[config.mk]
export PLATFORM = sky130hd
export DESIGN_NAME = muldiv_sequencer
export DESIGN_NICKNAME = d
export VERILOG_FILES = /design/src/rtl/muldiv_sequencer.sv
export SDC_FILE = /design/constraint.sdc
export NUM_CORES = 2
export LEC_CHECK = 0
export CELL_PAD_IN_SITES_DETAIL_PLACEMENT = 1
export CELL_PAD_IN_SITES_GLOBAL_PLACEMENT = 1
export CORE_MARGIN = 2
export CORE_UTILIZATION = 24
export DETAILED_ROUTE_END_ITERATION = 8
export GPL_TIMING_DRIVEN = 0
export PLACE_DENSITY = 0.54
export SLEW_MARGIN = 20
export SYNTH_ARGS = -nofsm -noshare
export SYNTH_HDL_FRONTEND = slang
export SYNTH_SLANG_ARGS = --single-unit
[constraint.sdc]
create_clock -name clk -period 11.3 [get_ports clk]
set_input_delay 1.13 -clock clk [delete_from_list [all_inputs] [get_ports clk]]
set_output_delay 1.13 -clock clk [all_outputs]
set_load 0.01 [all_outputs]
[src/rtl/muldiv_sequencer.sv]
// RV32M multiply/divide sequencer for the execute stage: one-cycle multiply or
// 32-step restoring divide. Optional macro MULDIV_DIV_FASTPATH_EN enables early-out divides.
module muldiv_sequencer (
    input  logic        clk,
    input  logic        rst,
    input  logic        start,
    input  logic [2:0]  func3,
    input  logic [31:0] op1,
    input  logic [31:0] op2,
    input  logic        flush,
    output logic        stall,
    output logic        busy,
    output logic        done,
    output logic [31:0] result
);

    typedef enum logic [1:0] {StIdle, StMul, StDiv, StDone} state_e;

    state_e      state_q, state_d;
    logic [4:0]  cnt_q, cnt_d;
    logic [1:0]  func3_q, func3_d;
    logic [31:0] a_q, a_d;
    logic [31:0] b_q, b_d;
    logic [31:0] rem_q, rem_d;
    logic [31:0] quo_q, quo_d;
    logic [31:0] result_q, result_d;

    // Applies RV32M sign and corner-case rules to raw magnitude quotient/remainder.
    function automatic logic [31:0] div_fixup(input logic [1:0]  f3,
                                              input logic [31:0] a,
                                              input logic [31:0] b,
                                              input logic [31:0] q,
                                              input logic [31:0] r);
        logic        sgn, na, nb;
        logic [31:0] qf, rf;
        sgn = ~f3[0];
        na  = sgn & a[31];
        nb  = sgn & b[31];
        if (b == 32'd0) begin
            qf = 32'hFFFF_FFFF;
            rf = a;
        end else begin
            qf = (na ^ nb) ? -q : q;
            rf = na ? -r : r;
        end
        return f3[1] ? rf : qf;
    endfunction

    logic        mul_a_sgn, mul_b_sgn;
    logic [63:0] mul_a, mul_b, prod;

    assign mul_a_sgn = (func3_q != 2'b11) & a_q[31];
    assign mul_b_sgn = ~func3_q[1] & b_q[31];
    assign mul_a     = {{32{mul_a_sgn}}, a_q};
    assign mul_b     = {{32{mul_b_sgn}}, b_q};
    assign prod      = mul_a * mul_b;

    logic        div_neg_b;
    logic [31:0] div_mag;
    logic [32:0] rem_shift, rem_trial;
    logic [31:0] rem_next, quo_next;

    assign div_neg_b = ~func3_q[0] & b_q[31];
    assign div_mag   = div_neg_b ? -b_q : b_q;
    assign rem_shift = {rem_q, quo_q[31]};
    assign rem_trial = rem_shift - {1'b0, div_mag};
    assign rem_next  = rem_trial[32] ? rem_shift[31:0] : rem_trial[31:0];
    assign quo_next  = {quo_q[30:0], ~rem_trial[32]};

`ifdef MULDIV_DIV_FASTPATH_EN
    logic        fast_hit;
    logic [31:0] fast_res;

    assign fast_hit = (op2 == 32'd0) ||
                      (~func3[0] && op1 == 32'h8000_0000 && op2 == 32'hFFFF_FFFF);
    assign fast_res = div_fixup(func3[1:0], op1, op2, 32'h8000_0000, 32'd0);
`endif

    always_comb begin
        state_d  = state_q;
        cnt_d    = cnt_q;
        func3_d  = func3_q;
        a_d      = a_q;
        b_d      = b_q;
        rem_d    = rem_q;
        quo_d    = quo_q;
        result_d = result_q;

        unique case (state_q)
            StIdle: begin
                if (start) begin
                    func3_d = func3[1:0];
                    a_d     = op1;
                    b_d     = op2;
                    cnt_d   = 5'd0;
                    rem_d   = 32'd0;
                    quo_d   = (~func3[0] & op1[31]) ? -op1 : op1;
                    if (!func3[2]) begin
                        state_d = StMul;
`ifdef MULDIV_DIV_FASTPATH_EN
                    end else if (fast_hit) begin
                        state_d  = StDone;
                        result_d = fast_res;
`endif
                    end else begin
                        state_d = StDiv;
                    end
                end
            end
            StMul: begin
                result_d = (func3_q == 2'b00) ? prod[31:0] : prod[63:32];
                state_d  = StDone;
            end
            StDiv: begin
                rem_d = rem_next;
                quo_d = quo_next;
                cnt_d = cnt_q + 5'd1;
                if (cnt_q == 5'd31) begin
                    state_d  = StDone;
                    result_d = div_fixup(func3_q, a_q, b_q, quo_next, rem_next);
                end
            end
            StDone: begin
                state_d = StIdle;
            end
            default: begin
                state_d = StIdle;
            end
        endcase

        // A squash discards the op, including any result about to be written.
        if (flush) begin
            state_d  = StIdle;
            result_d = result_q;
        end
    end

    always_ff @(posedge clk) begin
        if (rst) begin
            state_q  <= StIdle;
            cnt_q    <= 5'd0;
            func3_q  <= 2'd0;
            a_q      <= 32'd0;
            b_q      <= 32'd0;
            rem_q    <= 32'd0;
            quo_q    <= 32'd0;
            result_q <= 32'd0;
        end else begin
            state_q  <= state_d;
            cnt_q    <= cnt_d;
            func3_q  <= func3_d;
            a_q      <= a_d;
            b_q      <= b_d;
            rem_q    <= rem_d;
            quo_q    <= quo_d;
            result_q <= result_d;
        end
    end

    assign busy   = (state_q == StMul) || (state_q == StDiv);
    assign done   = (state_q == StDone);
    assign result = result_q;
    assign stall  = start & ~done & ~rst;

endmodule

Word-level counts from Yosys, hierarchy flattened --
Cells that the tools add are included.
Cells by class: reductions and logical operators 11, eq/ne operators 7, $add $sub $neg 6, bitwise operators 15, $mul 1, muxes and demuxes 21
Operators by type and width (count):
- $mux W32 | 12
- $pmux W32 S2 | 3
- $neg A32 Y32 | 4
- $mul A33 B33 Y64 | 1
- $sub A33 B32 Y33 | 1
- $logic_not A32 Y1 | 1
- $pmux W5 S2 | 1
- $pmux W2 S4 | 1
- $and A1 B1 Y1 | 7
- $not A1 Y1 | 7
- $mux W2 | 3
- $ne A2 B2 Y1 const B | 3
- $reduce_and A2 Y1 | 3
- $add A5 B1 Y5 const B | 1
- $eq A5 B5 Y1 const B | 1
- $mux W5 | 1
- $eq A2 B2 Y1 const B | 2
- $logic_not A2 Y1 | 2
- $reduce_bool A2 Y1 | 2
- $reduce_and A3 Y1 | 1
- $eq A2 B1 Y1 const B | 1
- $reduce_or A2 Y1 | 1
- $logic_or A1 B1 Y1 | 1
- $xor A1 B1 Y1 | 1
Storage, ports and cells: input bits 71, logic and storage cells 69, register bits after elaboration 169, output and inout bits 35

Logic depth before layout (Yosys ltp) --
depth after elaboration 11, mapped depth 35, depth with buffers taken out 32

Worst setup path after synthesis --
Ideal clock, no wire load.
path type register to register, start reg a_q[31], end reg result_q[29] (netlist: result[29]), arrival time 8.879 ns, cell stages (with the launch flop) 32, period minus slack after synthesis 9.013 ns, setup time 0.134 ns, buffers on the path 4, path slack 2.287 ns, required time 11.166 ns, cells stage by stage dfxtp_1 -> clkbuf_1 -> a21boi_0 -> clkbuf_1 -> clkbuf_1 -> nand2_1 -> fa_1 -> fa_1 -> inv_1 -> fa_1 -> inv_1 -> fa_1 -> inv_1 -> fa_1 -> fa_1 -> fa_1 -> inv_1 -> fa_1 -> inv_1 -> ha_1 -> clkbuf_1 -> nand3_1 -> nor2_1 -> nand2_1 -> or4_1 -> o21ai_0 -> a31oi_1 -> o31ai_1 -> xnor2_1 -> a22oi_1 -> a22oi_1 -> a21oi_1
Between the ends: longest elaborated chain between the ends 7, elaborated cells between the ends (all ways) 12, classes of those cells mul (1); mux (8); bitwise (3)
RTL lines:
- from (decl) | line 22 | logic [31:0] a_q, a_d;
- from (signal assigned) | line 143 | a_q <= 32'd0;
- from (signal assigned) | line 152 | a_q <= a_d;
- branches (longest 6 deep; another with $mul A33 B33 Y64)
- $pmux W32 S2 (*) | line 89 | unique case (state_q)
- to (signal assigned) | line 156 | result_q <= result_d;
- to (decl) | line 26 | logic [31:0] result_q, result_d;
Every way passes the cells marked *. The select of a mux whose other input is x is not followed. A chain may end at the register's enable or synchronous reset.

Worst setup path after layout --
start reg b_q[3], end reg result_q[29] (netlist: result[29])
Between the ends: longest elaborated chain between the ends 10, elaborated cells between the ends (all ways) 17, classes of those cells add/sub (4); mul (1); mux (10); bitwise (1); reduce/logical (1)
RTL lines:
- from (decl) | line 23 | logic [31:0] b_q, b_d;
- from (signal assigned) | line 144 | b_q <= 32'd0;
- from (signal assigned) | line 153 | b_q <= b_d;
- $neg A32 Y32 | line 64 | assign div_mag = div_neg_b ? -b_q : b_q;
- $mux W32 | line 64
- $sub A33 B32 Y33 | line 66 | assign rem_trial = rem_shift - {1'b0, div_mag};
- $mux W32 or $not A1 Y1 (tied branches) | line 67, 68
- $neg A32 Y32 (on tied branches) | line 44, 43
- $mux W32 (on tied branches) | line 44, 43
- $mux W32 | line 39 | if (b == 32'd0) begin
- $mux W32 | line 46 | return f3[1] ? rf : qf;
- $mux W32 | line 118 | if (cnt_q == 5'd31) begin
- $pmux W32 S2 (*) | line 89
Mark *: on every way between the ends. The rest lies on a longest branch, timed or not. The select of a mux whose other input is x is not followed.

==> metrics.md <==
| Metric | Value |
|---|---|
| CTS root buffer | clkbuf_16 |
| Drt first-iter violations | 3478 |
| Period utilization | 95.7% |
| Vias | ~44k |
| Outcome | complete, no violations |
| Mapped Cells | 6018 |
| Fin util | 26.8% |
| Asr flop ratio synth | 0% |
| Met2 GRT Util | 35.0% |
| Leakage power | 25.4 nW |
| Largest stage delay, worst path | 0.84 ns |
| IO Count | 106 |
| Largest net degree at the start of global routing | 22 |
| Share of the synthesized area in the top cell type | 44.5% |
| Filler cells | roughly 25k |
| Final hold violations | 0 |
| DR DRC count | 0 |
| Final clock skew | around 0.023 ns |
| Final worst setup slack | 0.484 ns |
| Crit. End Element | flip-flop |
| Initial antenna violation count | 34 |
| Proportion of layout cells with a drive suffix above 1 | 2.77% |
| Warnings, synthesis | 0 |
| Hold buffers post-CTS | 0 |
| DRT Pass-1 Iters | 5 |
| Max Cap Viol | 0 |
| H-tree depth | 4 |
| Vias per inst | 4.88 |
| Syn nets | 7468 |
| Critical path type | flip-flop to flip-flop |
| Nets | 7603 |
| Top Usage Layer GRT | met2 |
| Class of the worst hold path | flip-flop to flip-flop |
| Crit Path Max Fanout | 10 |
| Core ar. | roughly 210000 µm² |
| Arr. time, crit path | 11.24 ns |
| Rel. slew slack | 16.2% |
| Hold Startpoint | quo_q[30] |
| Critical path required time | 11.73 ns |
| DIE HEIGHT | ~460 µm |
| Final setup fails | 0 |
| Max Fclk | 0.0925 GHz |
| Worst vdd ir | 0.0869 mV |
| Clock Path Buffers | 2 |
| Vias in the first global route | approximately 47k |
| Top cells by area in the synthesized netlist | fa_1 (44%), inv_1 (8.4%), nand2_1 (8.0%) |
| Global-route wire length before repair | 353000 µm |
| Die Area | 215000 µm² |
| Unrepaired setup endpoints after global routing | no |
| Area Overhead vs Synth | 10.8% |
| Worst hold slack | 0.504 ns |
| # clock sinks | 169 |
| IO buf count | 104 |
| Met3 Usage GRT | 3.34% |
| Period minus WS final | roughly 11 ns |
| #FFs+latches synth | 169 |
| Power Density | a little under 100 nW/µm² |
| GRT Total Usage | 22.8% |
| Routed wire length | 246000 µm |
| Congestion Overflow GR | 0 |
| Slowest CP cell | fa_2 |
| CTS tree | built |
| DPL Wire Length | 210000 µm |
| Worst-path clk slew | 0.09 ns |
| Syn Area/Cell | 8.43 µm² |
| Synth cell types | between 90 and 100 |
| Worst R2R Start | b_q[3] |
| Gpl congestion | 0.930 |
| R2r endpoint | result[29] |
| Synth top cells by count | inv_1 (1140), fa_1 (1126), nand2_1 (1077) |
| CP most frequent cell | fa_1 |
| Worst R2R Path Depth | 30 |
| Seq/Total Area, Yosys | 6.67% |
| GR Util met1 | 32.8% |
| Synth Cell Area | 50700 µm² |
| WHS Path Cells | 2 |
| WL per Instance | approximately 27 µm |
| Worst Hold Endpoint | quo_q[30] |
| CTS Buf Count | 17 |
| Most frequent cell after synthesis | inv_1 |
| Least-Margin Pin Slew | 1.26 ns |
| Post-place setup slack | -1.41 ns |
| Critical Path Start Type | flip-flop |
| Worst skew pair latency | 0.51 ns |
| Most common flop cell mapped by yosys | dfxtp_1 |
| Number of synthesized flops with an enable pin | 0 |
| Die Wd | 464 µm |
| Rows | 168 |
| Post-synth top area cell | fa_1 |
| Slew Limit Fails | 0 |
| DRT antenna net count | 0 |
| R2r setup slk | around 0.48 ns |
| Initial Util | between 20% and 30% |
-- cells by family after synthesis --
kind of cell | after synthesis | synth area share, %
and+or+nand+nor | 1942 | 17.6
xor gates and xnor gates | 211 | 3.64
buffers and inverters | 1532 | 11.4
adders and majority gates | 1379 | 50.7
DFF | 169 | 6.67
muxes | 24 | 0.484
AOI/OAI and AO/OA | 761 | 9.46
-- what timing repair did --
item / CTS / global route
gates resized for setup: 7 / 6
setup endpoints to repair: 11 / 4
pin swaps: 0 / 0
buffers inserted: 7 / 0
-- registers in the layout, summed over array words and instances (netlist names) --
signal / flops
b_q: 32
result: 32
a_q: 32
quo_q: 32
func3_q: 2
state_q: 2
cnt_q: 5
rem_q: 32
-- final cells by class --
| cell class | instances | area, µm² | area share [%] |
|---|---|---|---|
| inverters | 1142 | 4290 | 7.64 |
| well taps | 2805 | 3510 | 6.25 |
| diodes | 14 | 35.0 | 0.0623 |
| plain buffers | 390 | 1540 | 2.75 |
| clock buffers | 17 | 425 | 0.757 |
| flip-flops and latches | 169 | 3380 | 6.02 |
| multi-input cells | 4317 | 41600 | 74.0 |
| clock inverters | 15 | 210 | 0.374 |
| repair buffers | 116 | 1220 | 2.18 |
-- worst max-delay path by stage --
stage	start	end	slack [ns]	cells past startpoint
global route	b_q[3]	result[29]	0.03	30
global placement	a_q[31]	result[29]	-1.60	31
floorplan	a_q[31]	result[29]	2.29	31
detailed placement	a_q[31]	result[29]	-1.41	31
finish	b_q[3]	result[29]	0.48	30
CTS	a_q[31]	result[29]	0.08	32
-- per-stage QoR --
stage | TNS (ns) | instances | total power, W | instance area [µm²]
5_1_grt | 0 | 8971 | 0.00578 | 56200
4_1_cts | 0 | 8971 | 0.00544 | 56100
6_report | 0 | 8985 | 0.00543 | 56200
3_5_place_dp | -7.82 | 8932 | 0.00472 | 55400
3_3_place_gp | -10.11 | 8927 | 0.00469 | 55300
2_1_floorplan | 0 | 6018 | 0.00303 | 50700
-- metal layers --
layer / vias up / share of wire, %
li1: 18591 / -
met1: 23441 / 46
met2: 1535 / 44
met3: 290 / 6.7
met4: 10 / 3.9
met5: - / 0.020
-- cells in the final DEF (no fill, tap or decap), drive strengths merged, types with 47 or more instances in the layout --
cell | Yosys | routed
fa | 1126 | 1126
dfxtp | 169 | 169
ha | 253 | 253
xor2 | 84 | 84
o21ai | 158 | 158
a21oi | 283 | 283
and2 | 367 | 367
clkbuf | 319 | 336
xnor2 | 127 | 127
clkdlybuf4s50 | 0 | 104
nand2 | 1077 | 1077
nor2 | 211 | 211
inv | 1142 | 1147
buf | 71 | 83
nor3 | 51 | 51
nand3 | 47 | 47
-- power by group --
group,switching (W),internal [W]
combinational,0.00277,0.00131
sequential,0.0000514,0.000631
clock,0.000362,0.000308
-- worst max-delay path: cells and delay by family (launching register included) --
kind                     cells  cell delay [ns]
adder cells (fa/ha/maj)      9             4.98
buffers and inverters        9             2.47
AO/OA/AOI/OAI                5             1.42
AND/OR/NAND/NOR              6             1.36
flip-flops                   1             0.31
XOR/XNOR                     1             0.15
Power figures use the tool's default switching activity.
